## src/rtl/micro_sequencer_axi_writer_if.sv

```systemverilog
// AXI4-Lite write-only bus bundle between the micro sequencer writer and
// the PL interconnect.
//   master modport : drives AW/W payload and VALIDs, BREADY; samples READYs, B.
//   slave modport  : the mirror image, for interconnect models or peripherals.
interface micro_sequencer_axi_writer_if #(
  parameter int unsigned ADDR_WIDTH = 32,
  parameter int unsigned DATA_WIDTH = 32
);
  logic [ADDR_WIDTH-1:0]   M_AXI_AWADDR;
  logic [2:0]              M_AXI_AWPROT;
  logic                    M_AXI_AWVALID;
  logic                    M_AXI_AWREADY;
  logic [DATA_WIDTH-1:0]   M_AXI_WDATA;
  logic [DATA_WIDTH/8-1:0] M_AXI_WSTRB;
  logic                    M_AXI_WVALID;
  logic                    M_AXI_WREADY;
  logic [1:0]              M_AXI_BRESP;
  logic                    M_AXI_BVALID;
  logic                    M_AXI_BREADY;

  modport master (
    output M_AXI_AWADDR, M_AXI_AWPROT, M_AXI_AWVALID,
    input  M_AXI_AWREADY,
    output M_AXI_WDATA, M_AXI_WSTRB, M_AXI_WVALID,
    input  M_AXI_WREADY,
    input  M_AXI_BRESP, M_AXI_BVALID,
    output M_AXI_BREADY
  );

  modport slave (
    input  M_AXI_AWADDR, M_AXI_AWPROT, M_AXI_AWVALID,
    output M_AXI_AWREADY,
    input  M_AXI_WDATA, M_AXI_WSTRB, M_AXI_WVALID,
    output M_AXI_WREADY,
    output M_AXI_BRESP, M_AXI_BVALID,
    input  M_AXI_BREADY
  );
endinterface

```

## src/rtl/micro_sequencer_axi_writer.sv

```systemverilog
// AXI4-Lite single-word write master serving the micro sequencer.
// Each sequencer request is offset into the PL peripheral window and issued
// on AW/W; the B response sets write_failed. One request can wait in a
// buffer while another is in flight; further requests are dropped and
// counted. A timeout abandons a transaction whose B never arrives.
// Ports:
//   M_AXI_ACLK, M_AXI_ARESET : clock, asynchronous active-high reset
//   req_wdata/waddr/wstrb/write : request bus from the sequencer
//   write_busy   : transaction in flight or buffered
//   write_failed : result of the last completed (or aborted) transaction
//   drop_count   : saturating count of requests lost to a full buffer
//   m_axi        : AXI4-Lite write channels (master modport)
module micro_sequencer_axi_writer #(
  parameter int unsigned C_M_AXI_ADDR_WIDTH  = 32,
  parameter int unsigned C_M_AXI_DATA_WIDTH  = 32,
  parameter logic [31:0] C_M_AXI_ADDR_OFFSET = 32'h4000_0000,
  parameter int unsigned TIMEOUT_CYCLES      = 1023
) (
  input  logic                          M_AXI_ACLK,
  input  logic                          M_AXI_ARESET,
  input  logic [31:0]                   req_wdata,
  input  logic [C_M_AXI_ADDR_WIDTH-1:0] req_waddr,
  input  logic [3:0]                    req_wstrb,
  input  logic                          req_write,
  output logic                          write_busy,
  output logic                          write_failed,
  output logic [7:0]                    drop_count,
  micro_sequencer_axi_writer_if.master  m_axi
);

  localparam logic [1:0] S_IDLE   = 2'd0;
  localparam logic [1:0] S_ISSUE  = 2'd1;
  localparam logic [1:0] S_WAIT_B = 2'd2;

  localparam logic [C_M_AXI_ADDR_WIDTH-1:0] ADDR_OFFSET =
    C_M_AXI_ADDR_WIDTH'(C_M_AXI_ADDR_OFFSET);

  logic [1:0]                    state, state_n;
  logic [31:0]                   tmr;

  // Buffered request; the address is stored already offset.
  logic                          buf_valid, buf_valid_n;
  logic [C_M_AXI_ADDR_WIDTH-1:0] buf_addr;
  logic [C_M_AXI_DATA_WIDTH-1:0] buf_wdata;
  logic [3:0]                    buf_wstrb;

  logic aw_left, w_left, b_hs, timed_out, finish;
  logic load_req, load_buf, buf_take, req_drop, issue_entry;

  always_comb begin
    aw_left   = m_axi.M_AXI_AWVALID & ~m_axi.M_AXI_AWREADY;
    w_left    = m_axi.M_AXI_WVALID  & ~m_axi.M_AXI_WREADY;
    b_hs      = (state == S_WAIT_B) & m_axi.M_AXI_BVALID & m_axi.M_AXI_BREADY;
    // A B handshake on the timeout cycle still counts as a real completion.
    timed_out = (TIMEOUT_CYCLES != 0) && (state != S_IDLE) &&
                (tmr == TIMEOUT_CYCLES) && !b_hs;
    finish    = b_hs | timed_out;

    buf_take  = req_write && !buf_valid && (state != S_IDLE);
    req_drop  = req_write && buf_valid;

    state_n  = state;
    load_req = 1'b0;
    load_buf = 1'b0;
    case (state)
      S_IDLE: begin
        if (buf_valid) begin
          load_buf = 1'b1;
          state_n  = S_ISSUE;
        end else if (req_write) begin
          load_req = 1'b1;
          state_n  = S_ISSUE;
        end
      end
      S_ISSUE: begin
        if (timed_out)              state_n = S_IDLE;
        else if (!aw_left && !w_left) state_n = S_WAIT_B;
      end
      S_WAIT_B: begin
        if (finish) state_n = S_IDLE;
      end
      default: state_n = S_IDLE;
    endcase
    // A full buffer at completion is issued straight away instead of idling.
    if (finish && buf_valid) begin
      load_buf = 1'b1;
      state_n  = S_ISSUE;
    end

    issue_entry = load_req | load_buf;

    buf_valid_n = buf_valid;
    if (load_buf) buf_valid_n = 1'b0;
    if (buf_take) buf_valid_n = 1'b1;
  end

  always_ff @(posedge M_AXI_ACLK or posedge M_AXI_ARESET) begin
    if (M_AXI_ARESET) begin
      state                <= S_IDLE;
      tmr                  <= '0;
      buf_valid            <= 1'b0;
      buf_addr             <= '0;
      buf_wdata            <= '0;
      buf_wstrb            <= '0;
      m_axi.M_AXI_AWADDR   <= '0;
      m_axi.M_AXI_AWVALID  <= 1'b0;
      m_axi.M_AXI_WDATA    <= '0;
      m_axi.M_AXI_WSTRB    <= '0;
      m_axi.M_AXI_WVALID   <= 1'b0;
      m_axi.M_AXI_BREADY   <= 1'b0;
      write_busy           <= 1'b0;
      write_failed         <= 1'b0;
      drop_count           <= '0;
    end else begin
      state     <= state_n;
      buf_valid <= buf_valid_n;

      if (buf_take) begin
        buf_addr  <= req_waddr + ADDR_OFFSET;
        buf_wdata <= req_wdata;
        buf_wstrb <= req_wstrb;
      end

      if (load_req) begin
        m_axi.M_AXI_AWADDR <= req_waddr + ADDR_OFFSET;
        m_axi.M_AXI_WDATA  <= req_wdata;
        m_axi.M_AXI_WSTRB  <= req_wstrb;
      end else if (load_buf) begin
        m_axi.M_AXI_AWADDR <= buf_addr;
        m_axi.M_AXI_WDATA  <= buf_wdata;
        m_axi.M_AXI_WSTRB  <= buf_wstrb;
      end

      // AW and W retire independently; the timeout pulls both down.
      if (issue_entry) begin
        m_axi.M_AXI_AWVALID <= 1'b1;
        m_axi.M_AXI_WVALID  <= 1'b1;
      end else if (timed_out) begin
        m_axi.M_AXI_AWVALID <= 1'b0;
        m_axi.M_AXI_WVALID  <= 1'b0;
      end else begin
        m_axi.M_AXI_AWVALID <= aw_left;
        m_axi.M_AXI_WVALID  <= w_left;
      end

      m_axi.M_AXI_BREADY <= (state_n == S_WAIT_B);

      if (issue_entry)          tmr <= '0;
      else if (state != S_IDLE) tmr <= tmr + 32'd1;

      if (b_hs)
        write_failed <= (m_axi.M_AXI_BRESP == 2'b10) || (m_axi.M_AXI_BRESP == 2'b11);
      else if (timed_out)
        write_failed <= 1'b1;

      if (req_drop && (drop_count != 8'hFF))
        drop_count <= drop_count + 8'd1;

      write_busy <= (state_n != S_IDLE) | buf_valid_n;
    end
  end

  assign m_axi.M_AXI_AWPROT = 3'b000;

endmodule

```

## src/flat_wrapper.sv

```systemverilog
// flat-port wrapper written by rule: the top's interface ports become plain ports
module micro_sequencer_axi_writer_flat 
#(
  parameter int unsigned C_M_AXI_ADDR_WIDTH  = 32,
  parameter int unsigned C_M_AXI_DATA_WIDTH  = 32,
  parameter logic [31:0] C_M_AXI_ADDR_OFFSET = 32'h4000_0000,
  parameter int unsigned TIMEOUT_CYCLES      = 1023
)
  (M_AXI_ACLK, M_AXI_ARESET, req_wdata, req_waddr, req_wstrb, req_write, write_busy, write_failed, drop_count, m_axi_M_AXI_AWADDR, m_axi_M_AXI_AWPROT, m_axi_M_AXI_AWVALID, m_axi_M_AXI_AWREADY, m_axi_M_AXI_WDATA, m_axi_M_AXI_WSTRB, m_axi_M_AXI_WVALID, m_axi_M_AXI_WREADY, m_axi_M_AXI_BRESP, m_axi_M_AXI_BVALID, m_axi_M_AXI_BREADY);
  micro_sequencer_axi_writer_if #(.ADDR_WIDTH(32), .DATA_WIDTH(32)) m_axi_i ();
  input  logic M_AXI_ACLK;
  input  logic M_AXI_ARESET;
  input  logic [31:0] req_wdata;
  input  logic [C_M_AXI_ADDR_WIDTH-1:0] req_waddr;
  input  logic [3:0] req_wstrb;
  input  logic req_write;
  output logic write_busy;
  output logic write_failed;
  output logic [7:0] drop_count;
  output wire logic [$bits(m_axi_i.M_AXI_AWADDR)-1:0] m_axi_M_AXI_AWADDR;
  output wire logic [$bits(m_axi_i.M_AXI_AWPROT)-1:0] m_axi_M_AXI_AWPROT;
  output wire logic [$bits(m_axi_i.M_AXI_AWVALID)-1:0] m_axi_M_AXI_AWVALID;
  input wire logic [$bits(m_axi_i.M_AXI_AWREADY)-1:0] m_axi_M_AXI_AWREADY;
  output wire logic [$bits(m_axi_i.M_AXI_WDATA)-1:0] m_axi_M_AXI_WDATA;
  output wire logic [$bits(m_axi_i.M_AXI_WSTRB)-1:0] m_axi_M_AXI_WSTRB;
  output wire logic [$bits(m_axi_i.M_AXI_WVALID)-1:0] m_axi_M_AXI_WVALID;
  input wire logic [$bits(m_axi_i.M_AXI_WREADY)-1:0] m_axi_M_AXI_WREADY;
  input wire logic [$bits(m_axi_i.M_AXI_BRESP)-1:0] m_axi_M_AXI_BRESP;
  input wire logic [$bits(m_axi_i.M_AXI_BVALID)-1:0] m_axi_M_AXI_BVALID;
  output wire logic [$bits(m_axi_i.M_AXI_BREADY)-1:0] m_axi_M_AXI_BREADY;
  assign m_axi_M_AXI_AWADDR = m_axi_i.M_AXI_AWADDR;
  assign m_axi_M_AXI_AWPROT = m_axi_i.M_AXI_AWPROT;
  assign m_axi_M_AXI_AWVALID = m_axi_i.M_AXI_AWVALID;
  assign m_axi_i.M_AXI_AWREADY = m_axi_M_AXI_AWREADY;
  assign m_axi_M_AXI_WDATA = m_axi_i.M_AXI_WDATA;
  assign m_axi_M_AXI_WSTRB = m_axi_i.M_AXI_WSTRB;
  assign m_axi_M_AXI_WVALID = m_axi_i.M_AXI_WVALID;
  assign m_axi_i.M_AXI_WREADY = m_axi_M_AXI_WREADY;
  assign m_axi_i.M_AXI_BRESP = m_axi_M_AXI_BRESP;
  assign m_axi_i.M_AXI_BVALID = m_axi_M_AXI_BVALID;
  assign m_axi_M_AXI_BREADY = m_axi_i.M_AXI_BREADY;
  micro_sequencer_axi_writer #(.C_M_AXI_ADDR_WIDTH(C_M_AXI_ADDR_WIDTH), .C_M_AXI_DATA_WIDTH(C_M_AXI_DATA_WIDTH), .C_M_AXI_ADDR_OFFSET(C_M_AXI_ADDR_OFFSET), .TIMEOUT_CYCLES(TIMEOUT_CYCLES)) u_core (.M_AXI_ACLK(M_AXI_ACLK), .M_AXI_ARESET(M_AXI_ARESET), .req_wdata(req_wdata), .req_waddr(req_waddr), .req_wstrb(req_wstrb), .req_write(req_write), .write_busy(write_busy), .write_failed(write_failed), .drop_count(drop_count), .m_axi(m_axi_i));
endmodule
```

## config.mk

```make
export PLATFORM = sky130hd
export DESIGN_NAME = micro_sequencer_axi_writer_flat
export DESIGN_NICKNAME = d
export VERILOG_FILES = /design/src/rtl/micro_sequencer_axi_writer_if.sv /design/src/rtl/micro_sequencer_axi_writer.sv /design/src/flat_wrapper.sv
export SDC_FILE = /design/constraint.sdc
export NUM_CORES = 1
export LEC_CHECK = 0
export ABC_AREA = 1
export BUFFER_PORTS_ARGS = -buffer_cell sky130_fd_sc_hd__clkbuf_2
export CAP_MARGIN = 20
export CORE_UTILIZATION = 35
export CTS_BUF_LIST = sky130_fd_sc_hd__clkbuf_16
export CTS_CLUSTER_DIAMETER = 120
export DETAILED_ROUTE_END_ITERATION = 8
export GPL_TIMING_DRIVEN = 1
export HOLD_SLACK_MARGIN = 0.12
export PLACE_DENSITY = 0.59
export SYNTH_ARGS = -nofsm -noshare
export SYNTH_HDL_FRONTEND = slang
export SYNTH_SLANG_ARGS = --single-unit
```

## constraint.sdc

```tcl
create_clock -name M_AXI_ACLK -period 5.4 [get_ports M_AXI_ACLK]
set_input_delay 0.54 -clock M_AXI_ACLK [delete_from_list [all_inputs] [get_ports M_AXI_ACLK]]
set_output_delay 0.54 -clock M_AXI_ACLK [all_outputs]
set_load 0.02 [all_outputs]
```

Yosys cells after proc, flatten, opt, wreduce, memory -nomap -nowiden:

Cells that the tools add are included.

* memories kept: 0
* bits in read-only memories: 0
* output and inout port bits: 84
* RAM bits: 0
* bits in latches: 0
* register bits: 184

* order comparisons: 0
* divide/modulo/power cells: 0
* bitwise operators: 9
* multiplexer cells: 29
* reduce and logical (&&, ||, !) cells: 19
* add/subtract/negate cells: 3
* shift operators: 0
* eq/ne operators: 7
* multipliers: 0

Operators by type and width (count)
* $mux 32: 6
* $add 32x1->32 const B: 1
* $add 32x31->32 const B: 1
* $eq 32x10->1 const B: 1
* $mux 1: 14
* $mux 2: 6
* $reduce_bool 2->1: 5
* $add 8x1->8 const B: 1
* $eq 2x2->1 const B: 4
* $logic_and 1x1->1: 8
* $mux 4: 2
* $ne 8x8->1 const B: 1
* $pmux 2 s3: 1
* $and 1x1->1: 4
* $logic_not 1->1: 4
* $or 1x1->1: 3
* $eq 2x1->1 const B: 1
* $logic_not 2->1: 1
* $not 1->1: 2
* $logic_or 1x1->1: 1

Depth between registers and ports, before layout:

Gate-level depths: netlist (run 1).

* depth after elaboration: 11
* gate-level depth with buffers: 13
* gate-level depth less buffers: 11

Worst setup path after synthesis (run 1):

OpenSTA, ideal clock, no wires.

* path type: register -> register
* start: register u_core.tmr[0]
* end: register u_core.tmr[31]
* arrival: 1552 ps
* setup slack: 3728 ps
* path buffers: 2
* required time: 5281 ps
* cell stages (with the launch flop): 13
* library setup time: 119 ps
* path through: dfrtp_1 -> ha_1 -> nand2_1 -> nor2_4 -> nand2_2 -> nor2_2 -> nand2_1 -> nand2_2 -> nand2_2 -> buf_4 -> buf_6 -> nand4_1 -> nand2_1

* longest elaborated chain between the ends: 8
* elaborated cells on any way between the ends: 11
* those cells by class: add/sub (1); eq/ne (1); mux (3); bitwise (2); reduce/logical (4)

Ends and longest elaborated chain
* start, declared: line micro_sequencer_axi_writer.sv:39 `logic [31:0] tmr;`
* start signal, assigned: line micro_sequencer_axi_writer.sv:149 `else if (state != S_IDLE) tmr <= tmr + 32'd1;`
* branches (longest 8 deep; another with $add 32x1->32)

Parallel ways; which one is timed is not known. The select of a mux whose other input is x is not followed.
A chain may end at the register's enable or synchronous reset.

Worst setup path in the final report (run 1):

* start: register u_core.state[1]
* end: register u_core.m_axi.M_AXI_AWADDR[16]

* longest elaborated chain between the ends: 9
* elaborated cells on any way between the ends: 15
* those cells by class: eq/ne (1); mux (4); bitwise (3); reduce/logical (7)

Ends and longest elaborated chain
* start, declared: line micro_sequencer_axi_writer.sv:38 `logic [1:0] state, state_n;`
* start signal, assigned: line micro_sequencer_axi_writer.sv:115 `state <= state_n;`
* $eq 2x2->1: line micro_sequencer_axi_writer.sv:53 `b_hs = (state == S_WAIT_B) & m_axi.M_AXI_BVALID & m_axi.M_AXI_BREADY;`
* $and 1x1->1 (2 in a row): line micro_sequencer_axi_writer.sv:53
* $logic_not 1->1: line micro_sequencer_axi_writer.sv:56 `(tmr == TIMEOUT_CYCLES) && !b_hs;`
* $logic_and 1x1->1: line micro_sequencer_axi_writer.sv:56
* $or 1x1->1: line micro_sequencer_axi_writer.sv:57 `finish = b_hs | timed_out;`
* $logic_and 1x1->1: line micro_sequencer_axi_writer.sv:85 `if (finish && buf_valid) begin`
* $mux 1: line micro_sequencer_axi_writer.sv:85
* $reduce_bool 2->1 (no source line)
* end signal, assigned: line micro_sequencer_axi_writer.sv:125 `m_axi.M_AXI_AWADDR <= req_waddr + ADDR_OFFSET;`
* end signal, assigned: line micro_sequencer_axi_writer.sv:129 `m_axi.M_AXI_AWADDR <= buf_addr;`
* end, declared: line micro_sequencer_axi_writer_if.sv:22 `output M_AXI_AWADDR, M_AXI_AWPROT, M_AXI_AWVALID,`

Parallel ways exist; a longest one is shown, timed or not.

==> metrics.txt, run 1 <==
Pleak 5.53 nW; highest attainable clock frequency 0.361 GHz; final clock period utilization by the worst path 51.3%; final routed wire length divided by cell count 13.2 um; fraction of final layout cells with drive strength greater than 1 17.0%; CP Data Required Time 5.77 ns; CTS tree done; predominant post-synthesis flop cell dfrtp_1; number of synthesized flops with an enable pin 0; signal arrival time at the worst endpoint 3.14 ns; clock sink count 184; kind of critical path flop to flop; antenna violations before repair 0; status completed; Clock transition at path regs 0.08 ns; placeable core region 0.0251 mm2; worst slack at placement 2.61 ns; Top-Level Pins 160; worst max-slew margin expressed relative to the limit 33.5%; count of unique library cells instantiated by Yosys 34; All-Layer GR Usage 17.4%; first-pass GRT wire length 36.5 mm; met3 track utilization from global routing 3.45%; most common cell after layout, fill and taps aside nand2_1; routed wire length 21.6 mm; Routed Antenna Nets 0; post-layout minimum cycle time 2.77 ns; worst min path class input port to flop; simple-gate share of the synthesized area 28.8%; CTS Root Buffer Type clkbuf_16; layout net count 1368; vias in the first global route 7287; half-perimeter wire length of the detailed placement result 13.7 mm; CTS H-tree lvls 4; Critical Path Start Type flop; placed cell count 1600; peak fanout along the critical path 50; final std cells w/o fill 1633; detailed-routing iteration count for the pre-antenna-repair pass 5; GR Util met2 28.3%; global routing's busiest layer met2; initial standard-cell utilization of the core 35.6%; remaining global-route overflow 0; row count 58; worst skew pair latency 0.44 ns; Synth-to-Final Area Change 17.5%; number of remaining DRC errors 0; commonest cells after routing, fill and taps aside nand2_1, dfrtp_1, clkbuf_2; First DRT Iteration DRCs 446; I/O Buffers 155; final weighted congestion in routability-driven placement 0.834; worst clock skew on the final layout 0.0178 ns; Horiz. Die Dim 162 um; Hold Vio Cnt, Final 0; synthesized-area fraction occupied by xor and xnor cells 1.37%; post-synthesis instance total 1164; post-synthesis area per instance 7.69 um2; vias 7672; per-cell via count in the routed design 4.70; reg2reg path depth 12; number of fill cells in the layout 2666; area share of fa/ha/maj cells after synthesis 0.280%; compound-cell area share of the yosys netlist 8.84%; Total Negative Setup Slacks 0 ns; number of max-capacitance violations reported 0; largest family of logic cells by synthesized area simple AND/OR/NAND/NOR gates; Cell Area, Synth 0.00895 mm2; number of instances on the worst hold path 3; worst vdd ir 213 uV; # resized after CTS 0; number of antenna repair diodes 0; number of synthesis warnings 0; post-route setup slack 2.63 ns; chip height 162 um; Die ar. 0.0262 mm2; Least-Margin Pin Slew 0.998 ns; deepest clock path buffer count 2; FFs w/ async S/R, synth 100%; setup violators final 0; count of state elements after synthesis 184; fraction of the yosys area taken by sequential cells 51.5%; endpoint type of the worst setup path flop; Cell Pwr Density 529 mW/mm2; setup repair after global routing missed its margin no; clock buffer count from CTS 17; share of synthesized area spent on multiplexers 0.126%; largest net degree at the start of global routing 112; max-slew violation total from the final report 0; met1 track demand over resource in global routing 23.7%
-- worst paths after layout --
check,start,to,slack [ns]
setup / recovery,u_core.state[1],u_core.m_axi.M_AXI_AWADDR[16],2.63
hold / removal,req_wdata[5],u_core.buf_wdata[5],0.34
setup reg to reg,u_core.state[1],u_core.m_axi.M_AXI_AWADDR[16],2.63
hold reg to reg,u_core.buf_addr[0],u_core.buf_addr[0],0.49
max in group asynchronous,M_AXI_ARESET,u_core.m_axi.M_AXI_WSTRB[3],3.31
min in group asynchronous,M_AXI_ARESET,u_core.m_axi.M_AXI_WDATA[23],0.66
-- cell type report --
class	instances	area, um2	share of cell area [%]
Clock buffer	17	425	4.05
Clock inverter	15	181	1.73
Inverter	125	473	4.50
Multi-Input combinational cell	798	3560	33.9
Sequential cell	184	4600	43.8
Tap cell	330	413	3.93
Timing Repair Buffer	164	858	8.16
-- kinds of logic after synthesis --
kind of cell	after synthesis
flops	184
buf+inv	184
simple gates	623
mux	1
fa+ha+maj	2
compound gates	155
xor+xnor	14
other cells	1
-- metal layers --
| metal | up-vias | part of all wire [%] |
|---|---|---|
| met5 | - | 0 |
| met4 | 0 | 0.76 |
| met3 | 10 | 4.4 |
| met2 | 157 | 47 |
| met1 | 3604 | 47 |
| li1 | 3901 | - |
-- flip-flops by register name, indices dropped and copies added (netlist names), 2 cells and up --
signal and count:
u_core.drop_count 8, u_core.m_axi.M_AXI_WSTRB 4, u_core.state 2, u_core.m_axi.M_AXI_AWADDR 32
u_core.buf_wdata 32, u_core.buf_addr 32, u_core.buf_wstrb 4, u_core.m_axi.M_AXI_WDATA 32
u_core.tmr 32
-- power breakdown --
group          leakage (nW)  internal (mW)  switching, mW  total, mW
sequential             2.36           1.90          0.299       2.20
combinational          2.88          0.664           1.43       2.10
clock                 0.296          0.628          0.636       1.26
total                  5.53           3.19           2.37       5.56
-- stage by stage --
stage / power [mW] / hold slack [ns] / util [%] / instance area, um2
2_1_floorplan: 3.74 / 0.453 / - / 8960
5_1_grt: 6.03 / 0.327 / 41.9 / 10500
3_5_place_dp: 4.36 / 0.473 / 39.4 / 9900
6_report: 5.56 / 0.343 / 41.9 / 10500
4_1_cts: 5.65 / 0.325 / 41.9 / 10500
3_3_place_gp: 4.30 / 0.466 / 39.4 / 9900
-- cell usage after synthesis, drive strengths merged (2+ instances only) --
master / instances / area share, %
xor2: 10 / 0.98
o21bai: 2 / 0.17
o21ai: 141 / 7.9
inv: 125 / 5.2
or2: 3 / 0.21
xnor2: 4 / 0.39
nand2: 388 / 17
nand4: 10 / 0.70
nand3: 100 / 5.6
nor2: 100 / 4.4
nor3b: 2 / 0.17
clkbuf: 27 / 1.1
dfrtp: 184 / 51
a21oi: 9 / 0.55
ha: 2 / 0.28
nor3: 18 / 1.1
buf: 32 / 2.7
-- what timing repair did --
item | CTS | global route
hold endpoints to repair | 16 | 0
hold buffers | 1 | 0
setup buffers | 0 | 0
-- worst max-delay path, cell delays in order, from the launching register on --
cell and delay (ns):
dfrtp_1 0.44, inv_2 0.05, nand2_2 0.33, nand2_1 0.11, nor2_1 0.10, and2_1 0.15
nand2_1 0.07, nand2_2 0.07, nand2_2 0.07, nand2_4 0.49, buf_4 0.61, nand2_1 0.11
nand2_1 0.09
(Power assumes the default switching activity.)
==> run 2: changes to the inputs <==
--- a/config.mk
+++ b/config.mk
@@ -14,7 +14,7 @@
 export DETAILED_ROUTE_END_ITERATION = 8
 export GPL_TIMING_DRIVEN = 1
 export HOLD_SLACK_MARGIN = 0.12
-export PLACE_DENSITY = 0.59
+export PLACE_DENSITY = 0.57
 export SYNTH_ARGS = -nofsm -noshare
 export SYNTH_HDL_FRONTEND = slang
 export SYNTH_SLANG_ARGS = --single-unit
==> constraint.sdc (replaced) <==
create_clock -name M_AXI_ACLK -period 2.6 [get_ports M_AXI_ACLK]
set_input_delay 0.26 -clock M_AXI_ACLK [delete_from_list [all_inputs] [get_ports M_AXI_ACLK]]
set_output_delay 0.26 -clock M_AXI_ACLK [all_outputs]
set_load 0.02 [all_outputs]
==> metrics.txt, run 2 (same netlist as run 1, synthesis figures left out) <==
Hold Vio Cnt, Final 0 (unchanged); CTS H-tree lvls 4 (unchanged); signal arrival time at the worst endpoint 2.57 ns (-0.57 ns); worst-case register-to-register setup slack 0.39 ns (-2.24 ns); Top-Level Pins 160 (unchanged); part of the power in combinational logic 38.7% (+1.0 points); Least-Margin Pin Slew 0.819 ns (-0.179 ns); standard cell with the maximum stage delay on the critical path dfrtp_1; footprint of the multi-input gates 0.00356 mm2 (unchanged); row count 58 (unchanged); tightest hold margin 0.162 ns (-0.180 ns); initial standard-cell utilization of the core 35.6% (unchanged); worst min path class input port to flop; post-layout minimum cycle time 2.21 ns (-0.565 ns); final routed wire length divided by cell count 13.0 um (-1.3%); placed cell count 1609 (+0.56%); commonest cells after routing, fill and taps aside nand2_1, dfrtp_1, clkbuf_2; number of instances on the worst hold path 4 (+1); Top cell by count, worst path nand2_1; I/O Buffers 155 (unchanged); detailed-routing iteration count for the pre-antenna-repair pass 5 (unchanged); final clock period utilization by the worst path 84.9% (+34 points); Cell Pwr Density 1050 mW/mm2 (+98%); Die ar. 0.0262 mm2 (unchanged); worst vdd ir 455 uV (+110%); status completed; CTS tree done; post-route design area 0.0113 mm2 (+7.9%); slowest stage delay, CP 0.40 ns (-0.21 ns); sequential cell fraction of total power 38.5% (-1.0 points); internal power 6.92 mW (+120%); fraction of final layout cells with drive strength greater than 1 16.7% (-0.30 points); antenna violations before repair 0 (unchanged); Clock transition at path regs 0.07 ns (about the same); First DRT Iteration DRCs 593 (+33%); highest attainable clock frequency 0.453 GHz (+26%); most common cell after layout, fill and taps aside nand2_1; sequential standard cell area 0.00460 mm2 (unchanged); clock buffer count from CTS 17 (unchanged); cell area after placement 0.0100 mm2 (+1.3%); clock network fraction of design power 22.7% (about the same); number of remaining DRC errors 0 (unchanged); worst clock skew on the final layout 0.0133 ns (-0.00450 ns); All-Layer GR Usage 17.9% (+0.46 points); startpoint of the lowest-slack hold path req_waddr[31]; Pleak 5.89 nW (+6.4%); remaining global-route overflow 0 (unchanged); clock sink count 184 (unchanged); Routed Antenna Nets 0 (unchanged); end point of the worst hold path u_core.buf_addr[31]; first-pass GRT wire length 38.0 mm (+4.2%); worst max-slew margin expressed relative to the limit 45.4% (+12 points); routed wire length 22.3 mm (+3.3%); max-slew violation total from the final report 0 (unchanged); vias 7914 (+3.2%); reg2reg path depth 12 (unchanged); chip height 162 um (unchanged); setup violators final 0 (unchanged); cells along the critical path ha_1 -> nand2_1 -> nor2_4 -> nand2_2 -> nor2_2 -> nand2_1 -> nand2_2 -> nand2_2 -> nand2_4 -> buf_4 -> nand2_1 -> nand2_1; endpoint of the worst-slack reg-to-reg timing path u_core.m_axi.M_AXI_WDATA[23]; final weighted congestion in routability-driven placement 0.830 (-0.40%); per-cell via count in the routed design 4.63 (-1.5%); total net switching power 4.96 mW (+110%); setup repair after global routing missed its margin no; Synth-to-Final Area Change 26.8%; final std cells w/o fill 1710 (+4.7%); layout net count 1445 (+5.6%); CTS Root Buffer Type clkbuf_16; number of max-capacitance violations reported 0 (unchanged); Critical Path Start Type flop; CP Data Required Time 2.96 ns (-2.81 ns); peak fanout along the critical path 25 (-50%); Sw Ratio 41.8% (-0.84 points); endpoint type of the worst setup path flop; number of antenna repair diodes 0 (unchanged); largest net degree at the start of global routing 100 (-11%); half-perimeter wire length of the detailed placement result 14.2 mm (+3.3%); deepest clock path buffer count 2 (unchanged); # resized after CTS 0 (unchanged); Power Total 11.9 mW (+110%); Horiz. Die Dim 162 um (unchanged); placeable core region 0.0251 mm2 (unchanged); worst skew pair latency 0.43 ns (about the same); number of fill cells in the layout 2541 (-4.7%); kind of critical path flop to flop; vias in the first global route 7716 (+5.9%); startpoint of the most critical register-to-register path u_core.tmr[0]
[run 2: critical path, delay by kind of cell (launching register included)]
family,cells,cell delay [ns]
fa+ha+maj,1,0.19
buf+inv,1,0.33
flops,1,0.40
simple gates,10,1.22
[run 2: layer usage]
metal | vias up | global-route usage, % | wire length [um]
li1 | 4050 | - | -
met1 | 3669 | 24.7 | 10700
met2 | 182 | 28.6 | 10400
met3 | 13 | 3.78 | 1060
met4 | 0 | 4.12 | 187
met5 | - | 0 | 0
[run 2: power groups by stage]
stage | Clock, mW | Sequential (mW) | Combinational, mW
global placement | 0 | 4.59 | 4.51
detailed placement | 0 | 4.62 | 4.58
CTS | 2.78 | 4.58 | 4.68
finish | 2.70 | 4.58 | 4.60
global route | 2.89 | 4.72 | 5.27
floorplan | 0 | 5.13 | 2.64
[run 2: how the worst max path moves through the flow]
stage,slack (ns),start,end,cells after the start
2_1_floorplan,-0.02,M_AXI_ARESET,u_core.buf_addr[0],1
3_3_place_gp,0.42,u_core.tmr[0],u_core.m_axi.M_AXI_AWVALID,12
3_5_place_dp,0.39,u_core.tmr[0],u_core.m_axi.M_AXI_WDATA[24],12
4_1_cts,0.38,u_core.tmr[0],u_core.m_axi.M_AXI_WDATA[24],12
5_1_grt,0.16,u_core.tmr[0],u_core.m_axi.M_AXI_AWADDR[4],12
6_report,0.39,u_core.tmr[0],u_core.m_axi.M_AXI_WDATA[23],12
[run 2: final cells by class]
cell class / instances / share of cell area (%)
Sequential cell: 184 / 40.6
Multi-Input combinational cell: 798 / 31.4
Timing Repair Buffer: 241 / 14.7
Inverter: 125 / 4.17
Clock buffer: 17 / 3.75
Tap cell: 330 / 3.64
Clock inverter: 15 / 1.73
[run 2: stage by stage]
stage / TNS (ns) / setup WS [ns] / util (%)
4_1_cts: 0 / 0.380 / 45.2
5_1_grt: 0 / 0.164 / 45.2
3_5_place_dp: 0 / 0.387 / 39.9
6_report: 0 / 0.393 / 45.2
2_1_floorplan: -4.51 / -0.0245 / -
3_3_place_gp: 0 / 0.423 / 39.9
[run 2: what timing repair did]
action                    in CTS  in global routing
hold buffers                  69                  0
buffers inserted               0                  0
hold endpoints to repair      86                  0
==> run 3: changes to the inputs <==
==> constraint.sdc (replaced) <==
create_clock -name M_AXI_ACLK -period 2.2 [get_ports M_AXI_ACLK]
set_input_delay 0.22 -clock M_AXI_ACLK [delete_from_list [all_inputs] [get_ports M_AXI_ACLK]]
set_output_delay 0.22 -clock M_AXI_ACLK [all_outputs]
set_load 0.02 [all_outputs]
==> metrics.txt, run 3 (same netlist as run 1, synthesis figures left out) <==
row count 58 (unchanged); status completed; CTS Root Buffer Type clkbuf_16; startpoint of the most critical register-to-register path u_core.tmr[0]; number of buffers inserted to repair setup after CTS 0 (unchanged); chip height 162 um (unchanged); final routed wire length divided by cell count 13.1 um (about the same); detailed-routing iteration count for the pre-antenna-repair pass 5 (unchanged); clock sink count 184 (unchanged); Clock transition at path regs 0.07 ns (about the same); clock network fraction of design power 22.5% (-0.2 points); kind of critical path flop to flop; placeable core region 0.0251 mm2 (unchanged); worst-case register-to-register setup slack 0.23 ns (-0.16 ns); fraction of final layout cells with drive strength greater than 1 17.0% (+0.22 points); initial standard-cell utilization of the core 35.6% (unchanged); setup violators final 0 (unchanged); endpoint type of the worst setup path flop; Critical Path Start Type flop; layout net count 1451 (+0.42%); half-perimeter wire length of the detailed placement result 14.6 mm (+3.0%); worst vdd ir 615 uV (+35%); Sw Ratio 41.6% (-0.21 points); highest attainable clock frequency 0.508 GHz (+12%); deepest clock path buffer count 2 (unchanged); post-layout minimum cycle time 1.97 ns (-0.237 ns); remaining global-route overflow 0 (unchanged); post-route setup slack 0.231 ns (-0.163 ns); vias 7949 (+0.44%); per-cell via count in the routed design 4.63 (about the same); reg2reg path depth 12 (unchanged); CP Data Required Time 2.57 ns (-0.39 ns); Cell Pwr Density 1230 mW/mm2 (+17%); CTS tree done; antenna violations before repair 0 (unchanged); setup repair after global routing missed its margin no; number of antenna repair diodes 0 (unchanged); Top-Level Pins 160 (unchanged); I/O Buffers 155 (unchanged); number of fill cells in the layout 2574 (+1.3%); worst slack at placement 0.162 ns (-0.225 ns); post-route design area 0.0114 mm2 (+0.56%); cell area after placement 0.0101 mm2 (+0.62%); crit path to u_core.m_axi.M_AXI_AWADDR[18]; Synth-to-Final Area Change 27.5%; internal power 8.20 mW (+19%); worst max-slew margin expressed relative to the limit 60.9% (+16 points); Total Negative Setup Slacks 0 ns (unchanged); tightest hold margin 0.159 ns (-0.00372 ns); part of the power in combinational logic 39.0% (+0.3 points); Routed Antenna Nets 0 (unchanged); most common cell after layout, fill and taps aside nand2_1; cells along the critical path ha_1 -> nand2_1 -> nor2_4 -> nand2_2 -> nor2_2 -> nand2_1 -> nand2_2 -> nand2_2 -> nand2_4 -> buf_4 -> nand2_1 -> nand2_1; Die ar. 0.0262 mm2 (unchanged); slowest stage delay, CP 0.39 ns (about the same); routed wire length 22.4 mm (+0.43%); Least-Margin Pin Slew 0.585 ns (-0.234 ns); commonest cells after routing, fill and taps aside nand2_1, dfrtp_1, clkbuf_2; vias in the first global route 7613 (-1.3%); First DRT Iteration DRCs 596 (+0.51%); Hold Vio Cnt, Final 0 (unchanged); number of max-capacitance violations reported 0 (unchanged); final clock period utilization by the worst path 89.5% (+4.6 points); largest net degree at the start of global routing 80 (-20%); Horiz. Die Dim 162 um (unchanged); Pleak 5.93 nW (+0.64%); worst min path class input port to flop; endpoint of the worst-slack reg-to-reg timing path u_core.m_axi.M_AXI_AWADDR[18]; number of remaining DRC errors 0 (unchanged); peak fanout along the critical path 24 (-4.0%); final weighted congestion in routability-driven placement 0.829 (-0.20%); max-slew violation total from the final report 0 (unchanged); standard cell with the maximum stage delay on the critical path dfrtp_1; signal arrival time at the worst endpoint 2.34 ns (-0.23 ns); sequential cell fraction of total power 38.5% (about the same); worst clock skew on the final layout 0.0194 ns (+0.00607 ns); worst setup path startpoint u_core.tmr[0]; clock buffer count from CTS 17 (unchanged); All-Layer GR Usage 17.8% (-0.057 points); first-pass GRT wire length 37.7 mm (-0.73%); Top cell by count, worst path nand2_1; worst skew pair latency 0.44 ns (about the same); CTS H-tree lvls 4 (unchanged); total net switching power 5.83 mW (+18%)
==> run 3: cell types whose count changed in the layout (fill, tap and decap cells not counted), sizes merged <==
| cell | before | now |
|---|---|---|
| inv | 132 | 131 |
| clkinv | 5 | 6 |
| dlygate4sd3 | 69 | 70 |
| buf | 17 | 22 |
==> run 3: how the worst min path moves through the flow <==
stage	start	to	slack, ns	cells past startpoint
floorplan	req_waddr[30]	u_core.buf_addr[30]	0.33	1
CTS	m_axi_M_AXI_AWREADY	u_core.m_axi.M_AXI_AWVALID	0.14	5
finish	m_axi_M_AXI_AWREADY	u_core.m_axi.M_AXI_AWVALID	0.16	5
global route	m_axi_M_AXI_AWREADY	u_core.m_axi.M_AXI_AWVALID	0.18	5
detailed placement	M_AXI_ARESET	u_core.m_axi.M_AXI_WDATA[26]	0.31	2
global placement	M_AXI_ARESET	u_core.m_axi.M_AXI_WDATA[28]	0.31	2
==> run 3: power groups by stage <==
stage / clock (mW) / combinational [mW] / sequential, mW
2_1_floorplan: 0 / 3.12 / 6.06
3_3_place_gp: 0 / 5.36 / 5.43
3_5_place_dp: 0 / 5.45 / 5.45
4_1_cts: 3.25 / 5.56 / 5.41
5_1_grt: 3.38 / 6.23 / 5.56
6_report: 3.16 / 5.48 / 5.40
==> run 3: critical path, delay by kind of cell, from the launching register on <==
kind | cells | cell delay (ns)
flops | 1 | 0.39
simple gates | 10 | 1.04
buf+inv | 1 | 0.30
fa+ha+maj | 1 | 0.18
==> run 3: layer usage <==
| layer | up-vias | routed length [um] | global-route usage, % | share of wire, % |
|---|---|---|---|---|
| met5 | - | 0 | 0 | 0 |
| met4 | 0 | 190 | 3.86 | 0.85 |
| met3 | 13 | 922 | 3.91 | 4.1 |
| met2 | 147 | 10600 | 29.1 | 48 |
| met1 | 3723 | 10600 | 24.2 | 48 |
| li1 | 4066 | - | - | - |
==> run 3: repair_timing <==
action / in CTS / in global routing
resized for setup: 0 / 1
hold endpoints to repair: 98 / 0
hold buffers: 70 / 0
setup endpoints to repair: 0 / 10
==> run 3: layout make-up <==
cell class / count / area, um2 / share of cell area (%)
sequential: 184 / 4600 / 40.4
multi-input combinational: 798 / 3560 / 31.2
timing repair buffer: 247 / 1750 / 15.3
inverter: 125 / 473 / 4.15
clock buffer: 17 / 425 / 3.73
tap: 330 / 413 / 3.62
clock inverter: 15 / 184 / 1.61
==> run 3: stage by stage <==
step / util (%) / std cells / power [mW]
final: 45.4 / 1716 / 14.0
after global routing: 45.4 / 1716 / 15.2
after floorplan: - / 1166 / 9.18
after detailed placement: 40.2 / 1614 / 10.9
after CTS: 45.4 / 1716 / 14.2
after global placement: 40.2 / 1614 / 10.8
